===== src/rtl/bpred_bht_btb_pkg.sv =====
// Shared constants, FSM state type and saturating-counter helpers for the
// bimodal/gshare branch predictor.
package bpred_bht_btb_pkg;

    localparam int XLEN         = 32;
    localparam int INSN_ALIGN   = 2;
    localparam int CTR_MAX_BITS = 4;

    typedef enum logic {
        ST_INIT,
        ST_RUN
    } state_e;

    typedef logic [CTR_MAX_BITS-1:0] ctr_t;

    // Weakly not-taken: the largest value whose MSB is still clear.
    function automatic ctr_t ctr_init(input int bits);
        return ctr_t'((1 << (bits - 1)) - 1);
    endfunction

    function automatic ctr_t ctr_sat(input ctr_t ctr, input logic taken, input int bits);
        ctr_t top;
        top = ctr_t'((1 << bits) - 1);
        if (taken) begin
            return (ctr == top) ? ctr : ctr + ctr_t'(1);
        end
        return (ctr == '0) ? ctr : ctr - ctr_t'(1);
    endfunction

endpackage


===== src/rtl/bpred_table.sv =====
// 1-read/1-write storage array: synchronous write, asynchronous read.
// The predictor builds its BHT and BTB fields out of instances of this block.
module bpred_table #(
    parameter int DEPTH = 64,
    parameter int WIDTH = 8
) (
    input  logic                     clk,
    input  logic                     we,
    input  logic [$clog2(DEPTH)-1:0] waddr,
    input  logic [WIDTH-1:0]         wdata,
    input  logic [$clog2(DEPTH)-1:0] raddr,
    output logic [WIDTH-1:0]         rdata
);

    logic [WIDTH-1:0] mem [DEPTH];

    // NOTE: the array has no reset; the owner initialises it by sweeping writes.
    always_ff @(posedge clk) begin
        if (we) begin
            mem[waddr] <= wdata;
        end
    end

    assign rdata = mem[raddr];

endmodule


===== src/rtl/bpred_bht_btb.sv =====
// Branch predictor: BHT of saturating counters plus direct-mapped BTB, with
// optional gshare history, an init sweep FSM and registered prediction outputs.
module bpred_bht_btb
    import bpred_bht_btb_pkg::*;
#(
    parameter  int ENTRIES  = 64,
    parameter  int CTR_BITS = 2,
    parameter  int TAG_BITS = 8,
    parameter  int GHR_BITS = 0,
    localparam int IDXW     = $clog2(ENTRIES),
    localparam int GW       = (GHR_BITS > 0) ? GHR_BITS : 1
) (
    input  logic            clk,
    input  logic            rst,
    input  logic            lk_valid,
    input  logic [XLEN-1:0] lk_pc,
    output logic            pred_valid,
    output logic            pred_taken,
    output logic [XLEN-1:0] pred_target,
    output logic [IDXW-1:0] pred_idx,
    output logic [GW-1:0]   pred_ghr,
    input  logic            upd_valid,
    input  logic [XLEN-1:0] upd_pc,
    input  logic [IDXW-1:0] upd_idx,
    input  logic [GW-1:0]   upd_ghr,
    input  logic            upd_taken,
    input  logic [XLEN-1:0] upd_target,
    input  logic            upd_mispredict,
    output logic            ready
);

    localparam logic [CTR_BITS-1:0] CTR_INIT = CTR_BITS'(ctr_init(CTR_BITS));

    state_e              state, state_nxt;
    logic [IDXW-1:0]     sweep_idx;
    logic                sweeping;
    logic [GW-1:0]       ghr, ghr_nxt;

    logic [IDXW-1:0]     lk_btb_idx, lk_bht_idx, upd_btb_idx;
    logic [TAG_BITS-1:0] lk_tag, upd_tag;
    logic                lk_en, upd_en;
    logic                lk_hit, lk_taken;
    logic [XLEN-1:0]     lk_target;

    logic [CTR_BITS-1:0] lk_ctr, upd_ctr, ctr_wdata;
    logic [IDXW-1:0]     ctr_waddr;
    logic                ctr_we;
    logic [TAG_BITS:0]   lk_vt, vt_wdata;
    logic                vt_we;
    logic [XLEN-1:0]     lk_tgt;
    logic                tgt_we;

    assign lk_btb_idx  = lk_pc[INSN_ALIGN +: IDXW];
    assign lk_tag      = lk_pc[INSN_ALIGN + IDXW +: TAG_BITS];
    assign upd_btb_idx = upd_pc[INSN_ALIGN +: IDXW];
    assign upd_tag     = upd_pc[INSN_ALIGN + IDXW +: TAG_BITS];
    assign lk_en       = lk_valid && ready;
    assign upd_en      = upd_valid && ready;

    always_comb begin
        if (GHR_BITS > 0) begin
            lk_bht_idx = lk_btb_idx ^ IDXW'(ghr);
        end else begin
            lk_bht_idx = lk_btb_idx;
        end
    end

    // ---------------- FSM: state register / next state / outputs ----------------
    always_ff @(posedge clk) begin
        if (rst) begin
            state <= ST_INIT;
        end else begin
            state <= state_nxt;
        end
    end

    always_comb begin
        // NOTE: default first so every path assigns state_nxt and no latch is inferred.
        state_nxt = state;
        case (state)
            ST_INIT: if (sweep_idx == IDXW'(ENTRIES - 1)) state_nxt = ST_RUN;
            ST_RUN:  state_nxt = ST_RUN;
            default: state_nxt = ST_INIT;
        endcase
    end

    always_comb begin
        sweeping = (state == ST_INIT);
        ready    = (state == ST_RUN);
    end

    always_ff @(posedge clk) begin
        // NOTE: non-blocking so every register samples pre-edge values.
        if (rst) begin
            sweep_idx <= '0;
        end else if (sweeping) begin
            sweep_idx <= sweep_idx + IDXW'(1);
        end
    end

    // ---------------- Tables ----------------
    // The counter field needs a read for the lookup and one for the update's
    // read-modify-write, so it is held in two identically written copies.
    assign ctr_we    = sweeping || upd_en;
    assign ctr_waddr = sweeping ? sweep_idx : upd_idx;
    assign ctr_wdata = sweeping ? CTR_INIT
                                : CTR_BITS'(ctr_sat(ctr_t'(upd_ctr), upd_taken, CTR_BITS));

    bpred_table #(.DEPTH(ENTRIES), .WIDTH(CTR_BITS)) u_ctr_lk (
        .clk(clk), .we(ctr_we), .waddr(ctr_waddr), .wdata(ctr_wdata),
        .raddr(lk_bht_idx), .rdata(lk_ctr)
    );

    bpred_table #(.DEPTH(ENTRIES), .WIDTH(CTR_BITS)) u_ctr_upd (
        .clk(clk), .we(ctr_we), .waddr(ctr_waddr), .wdata(ctr_wdata),
        .raddr(upd_idx), .rdata(upd_ctr)
    );

    assign vt_we    = sweeping || (upd_en && upd_taken);
    assign vt_wdata = sweeping ? '0 : {1'b1, upd_tag};

    bpred_table #(.DEPTH(ENTRIES), .WIDTH(TAG_BITS + 1)) u_valid_tag (
        .clk(clk), .we(vt_we), .waddr(sweeping ? sweep_idx : upd_btb_idx), .wdata(vt_wdata),
        .raddr(lk_btb_idx), .rdata(lk_vt)
    );

    assign tgt_we = upd_en && upd_taken;

    bpred_table #(.DEPTH(ENTRIES), .WIDTH(XLEN)) u_target (
        .clk(clk), .we(tgt_we), .waddr(upd_btb_idx), .wdata(upd_target),
        .raddr(lk_btb_idx), .rdata(lk_tgt)
    );

    assign lk_hit    = lk_vt[TAG_BITS] && (lk_vt[TAG_BITS-1:0] == lk_tag);
    assign lk_taken  = lk_hit && lk_ctr[CTR_BITS-1];
    assign lk_target = lk_taken ? lk_tgt : lk_pc + XLEN'(4);

    // ---------------- Global history ----------------
    // A mispredict repair overrides any speculative shift from the same cycle.
    always_comb begin
        ghr_nxt = ghr;
        if (GHR_BITS > 0) begin
            if (upd_en && upd_mispredict) begin
                ghr_nxt = GW'({upd_ghr, upd_taken});
            end else if (lk_en && lk_hit) begin
                ghr_nxt = GW'({ghr, lk_taken});
            end
        end
    end

    always_ff @(posedge clk) begin
        if (rst) begin
            ghr <= '0;
        end else begin
            ghr <= ghr_nxt;
        end
    end

    // ---------------- Registered prediction ----------------
    always_ff @(posedge clk) begin
        if (rst) begin
            pred_valid  <= 1'b0;
            pred_taken  <= 1'b0;
            pred_target <= '0;
            pred_idx    <= '0;
            pred_ghr    <= '0;
        end else begin
            pred_valid <= lk_en;
            if (lk_en) begin
                pred_taken  <= lk_taken;
                pred_target <= lk_target;
                pred_idx    <= lk_bht_idx;
                pred_ghr    <= ghr;
            end
        end
    end

    // Address bits outside index/tag, and history inputs in bimodal mode, are don't-care.
    logic unused_bits;
    assign unused_bits = ^{lk_pc, upd_pc, upd_ghr, upd_mispredict};

endmodule


===== config.mk =====
export PLATFORM = sky130hd
export DESIGN_NAME = bpred_bht_btb
export DESIGN_NICKNAME = d
export VERILOG_FILES = /design/src/rtl/bpred_bht_btb_pkg.sv /design/src/rtl/bpred_table.sv /design/src/rtl/bpred_bht_btb.sv
export SDC_FILE = /design/constraint.sdc
export NUM_CORES = 2
export LEC_CHECK = 0
export ABC_AREA = 1
export CAP_MARGIN = 20
export CORE_MARGIN = 4
export CORE_UTILIZATION = 60
export DETAILED_ROUTE_END_ITERATION = 8
export DONT_BUFFER_PORTS = 1
export PLACE_DENSITY_LB_ADDON = 0.15
export SYNTH_ARGS = -nofsm -noshare
export SYNTH_HDL_FRONTEND = slang
export SYNTH_SLANG_ARGS = --single-unit

===== constraint.sdc =====
create_clock -name clk -period 4.6 [get_ports clk]
set_input_delay 0.46 -clock clk [delete_from_list [all_inputs] [get_ports clk]]
set_output_delay 0.46 -clock clk [all_outputs]
set_load 0.05 [all_outputs]

# ---- Yosys cells after proc, flatten, opt, wreduce, memory -nomap -nowiden
# Memory sizes are Yosys's and may differ from the RTL's.
# Index checks and enable logic that the tools add are counted.
dict set report totals {
  n_memories 4
  inputBits 109
  wordCells 44
  output_inout_bits 42
  ramBits 2880
  ff_bits 47
}
# memory depth width rd rd_clocked_by_memory_dff write_ports line
set memory_table {}
lappend memory_table {u_target.mem 64 32 1 0 1 bpred_table.sv:15} ;# logic [WIDTH-1:0] mem [DEPTH];
lappend memory_table {u_valid_tag.mem 64 9 1 0 1 bpred_table.sv:15}
lappend memory_table {u_ctr_lk.mem 64 2 1 0 1 bpred_table.sv:15}
lappend memory_table {u_ctr_upd.mem 64 2 1 0 1 bpred_table.sv:15}
dict set report classes {
  bitwise 1
  n_addsub 4
  eq_ne 3
  n_reduce_logical 8
  mux 18
}
# operator n
set ops {}
lappend ops {{$add A32 B3 Y32 const B} 1}
lappend ops {{$mux W32} 1}
lappend ops {{$mux W6} 2}
lappend ops {{$mux W2} 5}
lappend ops {{$mux W9} 1}
lappend ops {{$eq A8 B8 Y1} 1}
lappend ops {{$mux W1} 8}
lappend ops {{$add A6 B1 Y6 const B} 1}
lappend ops {{$eq A6 B6 Y1 const B} 1}
lappend ops {{$logic_and A1 B1 Y1} 5}
lappend ops {{$add A2 B1 Y2 const B} 1}
lappend ops {{$eq A2 B2 Y1 const B} 1}
lappend ops {{$logic_not A2 Y1} 1}
lappend ops {{$logic_or A1 B1 Y1} 2}
lappend ops {{$pmux W1 S2} 1}
lappend ops {{$sub A2 B1 Y2 const B} 1}
lappend ops {{$not A1 Y1} 1}

# ---- Depth between registers and ports, before layout
# An unclocked memory read counts as a cell.
dict set report logic_depth {
  depth_word 6
  mapped_depth 26
  ltp_nobuf 22
}

# ---- Cells and area by module
# From an unflattened synthesis, not the netlist that was laid out.
dict set report unflattened {
  hier_cells 10393
  area_unflattened_um2 120257.8
}
# module instances cells_each area_per_inst_um2 seq_area_each_um2
set modules_own_cells {}
lappend modules_own_cells {{bpred_table (u_target)} 1 6737 82097.5 61499.0}
lappend modules_own_cells {{bpred_table (u_valid_tag)} 1 2007 23618.9 17296.6}
lappend modules_own_cells {{bpred_table (u_ctr_lk ...)} 2 518 5574.1 3843.7}
lappend modules_own_cells {bpred_bht_btb 1 613 3393.3 940.9}

# ---- Worst setup path before layout
# No wires, ideal clock.
dict set report synth_timing {
  path_type {register -> register}
  start {reg state (netlist: ready)}
  end {mem u_target.mem[11][0] (netlist name), enable pin}
  stages_incl_launch_ff 8
  t_arrival_ps 4049
  required_ps 4179
  setup_slack_ps 130
  path_buffers 1
  period_less_slack_ps 4470
  setup_ps 421
  path_cell_list {dfxtp_1 -> clkbuf_1 -> inv_1 -> nor3_1 -> inv_1 -> nor2_1 -> nand3_1 -> nor2_1}
}
dict set report synth_via {
  elab_chain_len 4
}
# element line
set synth_rtl {}
lappend synth_rtl {{start: declaration} bpred_bht_btb.sv:34} ;# state_e state, state_nxt;
lappend synth_rtl {{start signal: assignment} bpred_bht_btb.sv:73} ;# state <= state_nxt;
lappend synth_rtl {{$logic_and A1 B1 Y1} bpred_bht_btb.sv:58} ;# assign upd_en = upd_valid && ready;
lappend synth_rtl {{$logic_and A1 B1 Y1} bpred_bht_btb.sv:127} ;# assign tgt_we = upd_en && upd_taken;
lappend synth_rtl {{$mux W1} bpred_table.sv:19} ;# if (we) begin
lappend synth_rtl {{$mux W1 (not written as such)} bpred_table.sv:20} ;# mem[waddr] <= wdata;
lappend synth_rtl {{end: declaration} bpred_table.sv:15}
# Every way passes these cells.

# ---- Final worst setup path
dict set report layout_timing {
  start {in lk_pc[3]}
  end {reg pred_target[0]}
}
dict set report layout_via {
  elab_chain_len 5
  word_cells_on_any_way 7
  cone_classes {eq/ne: 1; mux: 1; reduce/logical: 2; memory: 3}
}
# element line
set layout_rtl {}
lappend layout_rtl {{start: declaration} bpred_bht_btb.sv:16} ;# input logic [XLEN-1:0] lk_pc,
lappend layout_rtl {{$mem_v2 Z64 W9} --}
lappend layout_rtl {{$eq A8 B8 Y1} bpred_bht_btb.sv:134} ;# assign lk_hit = lk_vt[TAG_BITS] && (lk_vt[TAG_BITS-1:0] == lk_tag);
lappend layout_rtl {{$logic_and A1 B1 Y1} bpred_bht_btb.sv:134}
lappend layout_rtl {{$logic_and A1 B1 Y1} bpred_bht_btb.sv:135} ;# assign lk_taken = lk_hit && lk_ctr[CTR_BITS-1];
lappend layout_rtl {{$mux W32 (*)} bpred_bht_btb.sv:136} ;# assign lk_target = lk_taken ? lk_tgt : lk_pc + XLEN'(4);
lappend layout_rtl {{end signal: assignment} bpred_bht_btb.sv:171} ;# pred_target <= lk_target;
lappend layout_rtl {{end: declaration} bpred_bht_btb.sv:19} ;# output logic [XLEN-1:0] pred_target,
# Mark *: on every way between the ends. The rest lies on a longest branch, timed or not.
# A chain may end at the register's enable or synchronous reset.

==> results by group <==
Logic synthesis
  – Post-Syn Nets: 9213
  – Area share of the largest cell type after synthesis: 73.11%
  – Synth Register Bits: 2799
  – Top cells by area, synth: edfxtp_1 73%, nor2_1 5.6%, o21ai_0 5.5%, nand2_1 3.4%, nand3_1 2.4%
  – Yosys warning count: 0
  – EDFF count, synth: 2752
  – Syn avg cell area: 12.42 µm²
  – Main synth FF type: edfxtp_1
  – Post-Syn Area: 113000 µm²
  – Mapped Cells: 9102
  – Largest area contributor in the netlist: edfxtp_1
  – Seq/Total Area, Yosys: 73.94%
  – Asr flop ratio synth: 0%
  – Unique masters post-synth: 51

Hold path
  – HP Class: input port to flip-flop
  – Hold depth: 7

GRT
  – Initial antenna violation count: 17
  – Vias in the first global route: 71.63k
  – Busiest grt layer: met2
  – Global-route wire length before repair: 464.0 mm
  – Met3 GRT Util: 5.916%
  – Congestion Overflow GR: 0
  – M1 GR Usage: 42.44%
  – Global-route usage over all layers: 31.77%
  – Met2 usage: 50.80%
  – Largest net degree at the start of global routing: 1357

STA
  – RSZ-0062 raised after global routing: no
  – Fin crit share: 99.66%
  – Tightest Pin Transition: 3058 ps
  – Final Hold Viols: 0
  – Endpoints failing setup: 0
  – Minimum clock period: 4584 ps
  – Peak clock frequency supported by timing: 218.1 MHz
  – Slew Viols, Final: 459
  – Fin Clk Skew: 54.62 ps
  – Max_slew headroom: -103.8%
  – Total negative slack: 0 ps

Setup path
  – Critical Path End Type: flip-flop
  – Bufs and invs on worst path: 4
  – Crit-path cells: inv_8 -> buf_12 -> nor2_1 -> o21ai_0 -> nand3_1 -> nand3_1 -> nand2_1 -> nand2_1 -> nand2_1 -> inv_2 -> nand2_1 -> nand2_1 -> nand4_1 -> nor2_4 -> nand3_1 -> nand3_1 -> a21oi_1 -> dlygate4sd3_1
  – Most used cell, CP: nand2_1
  – Crit path arrival time: 5400 ps
  – Critical-path maximum fanout: 698
  – CP max stage cell: inv_8
  – Flop2flop setup slack: 1080 ps
  – Crit-path max cell delay: 1080 ps
  – Worst endpoint required time: 5410 ps
  – Family with the most delay on the worst path: buffers and inverters
  – CP Launch Type: input port
  – Crit Path Category: input port to flip-flop
  – Worst r2r path cells: 5
  – Stages on worst setup path: 18

Floorplan
  – Core box area: 187600 µm²
  – Die W: 442.0 µm
  – Effective utilization at floorplan: 60.25%
  – Core Rows: 159
  – # IOs: 151
  – Total die area: 195400 µm²
  – Chip Height: 442.0 µm

Place
  – GPL Wtd Cong: 0.8581
  – Dpl hpwl: 164.3 mm
  – IO Port Bufs: 0
  – Post-placement cell count: 11.22k

Power and ir drop
  – PwrDens: 416.7 nW/µm²
  – Static Leak: 42.41 nW
  – Peak supply drop: 0.3255 mV

CTS
  – Maximum root-to-sink buffer count: 4
  – Reg clk slew, reported paths: 60 ps
  – Clk_lat worst skew: 970 ps
  – Cts bufs inserted: 293
  – Post-CTS setup buffers: 0
  – CTS tree: built
  – CTS Sinks: 2799
  – Htree depth: 5
  – Root buffer cell: clkbuf_16

Outcome
  – Failing checks: slew limit
  – Status: complete, but fails checks

Routing
  – First drt pass iteration count: 6
  – Antenna viol nets, final: 0
  – Initial drt markers: 10.49k
  – WL per Instance: 27.11 µm
  – DR vias: 75.82k
  – DRC viols: 0
  – Via density: 6.407
  – Drt total wl: 320.8 mm

Finish
  – Proportion of layout cells with a drive suffix above 1: 8.017%
  – Nets: 9243
  – Most frequent cells in the layout: 2752 x edfxtp_1, 1616 x nor2_1, 1252 x o21ai_0
  – Synth-to-layout area growth: 12.18%
  – Most common cell after layout, fill and taps aside: edfxtp_1
  – Fillers: 13.09k
  – Final non-filler cell total: 11.83k

Run
  – Max-Cap Viols: 0
==> layout make-up <==
type / count / area [µm²] / area share [%]
diodes: 9 / 22.52 / 0.01776
clock buffers: 354 / 7677 / 6.055
clock inverters: 139 / 1052 / 0.8299
inverters: 259 / 1017 / 0.8022
multi-input cells: 5438 / 26010 / 20.52
flip-flops and latches: 2799 / 83580 / 65.92
well taps: 2495 / 3122 / 2.462
repair buffers: 341 / 4312 / 3.400
==> stage by stage <==
stage	hold WS [ps]	cell area (µm²)	utilization (%)	setup slack, ps	total power, mW
final	45.32	126800	67.59	15.75	52.84
after global routing	49.22	126800	67.58	203.5	54.32
after CTS	0.1772	126600	67.46	1118	52.78
after detailed placement	470.9	116300	61.97	769.4	30.66
after global placement	473.0	116300	61.97	743.7	30.61
after floorplan	456.8	113000	-	130.1	30.17
==> cells by family (layout without fill, tap and decap cells) <==
logic type      count (synthesis)  in the layout  synth area share (%)
xor+xnor                       26             26                0.2015
compound gates               2085           2085                 10.49
buf+inv                       865           1093                 3.487
flops                        2799           2799                 73.94
simple gates                 3324           3324                 11.85
other cells                     1             10              0.003318
fa+ha+maj                       2              2               0.02214
==> path summary, 6_finish.rpt <==
check	from	end
worst max register to register	ready	u_valid_tag.mem[35][0]
worst max-delay path	lk_pc[3]	pred_target[0]
worst min register to register	sweep_idx[4]	ready
worst min-delay path	lk_pc[28]	pred_target[30]
==> worst register-to-register path: cells and delay by family (launching register included) <==
family | cells | cell delay [ps]
buffers and inverters | 2 | 970
flip-flops | 1 | 590
AND/OR/NAND/NOR | 2 | 1250
AO/OA/AOI/OAI | 1 | 340
==> sequential cells by signal, indices dropped and copies added (netlist names) <==
name             count
u_ctr_upd.mem      128
pred_idx             6
u_target.mem      2048
u_valid_tag.mem    576
pred_target         32
pred_taken           1
sweep_idx            6
pred_valid           1
ready                1
==> power by group <==
part	leakage, nW	total (mW)	switching (mW)	internal (mW)
Sequential	25.7	27.9	0.0108	27.9
Combinational	12.5	2.90	2.06	0.839
Clock	4.26	22.0	9.36	12.7
==> layer usage <==
metal | part of all wire, % | vias up | wire length (µm)
met5 | 0.017 | - | 54
met3 | 10 | 831 | 32770
met1 | 37 | 37400 | 118600
met4 | 5.3 | 8 | 16920
li1 | - | 33240 | -
met2 | 48 | 4340 | 152400
==> cells in the mapped netlist (11+ instances only) <==
| library cell | n |
|---|---|
| inv_1 | 240 |
| o22ai_1 | 345 |
| buf_4 | 39 |
| buf_2 | 162 |
| o211ai_1 | 65 |
| a21oi_1 | 152 |
| o21ai_1 | 46 |
| inv_2 | 11 |
| o21ai_0 | 1252 |
| nand4_1 | 17 |
| nor2_1 | 1681 |
| nand3_1 | 549 |
| a31oi_1 | 11 |
| buf_1 | 32 |
| nand2_1 | 1026 |
| dfxtp_1 | 47 |
| buf_6 | 42 |
| nor3_1 | 18 |
| xor2_1 | 23 |
| clkbuf_1 | 329 |
| edfxtp_1 | 2752 |
| o221ai_1 | 200 |
==> timing repair <==
action	4_1_cts	5_1_grt
hold buffers	101	1
gates resized for setup	0	0
endpoints found under the setup margin	0	14
hold endpoints to repair	2124	13
Power figures use the tool's default switching activity.
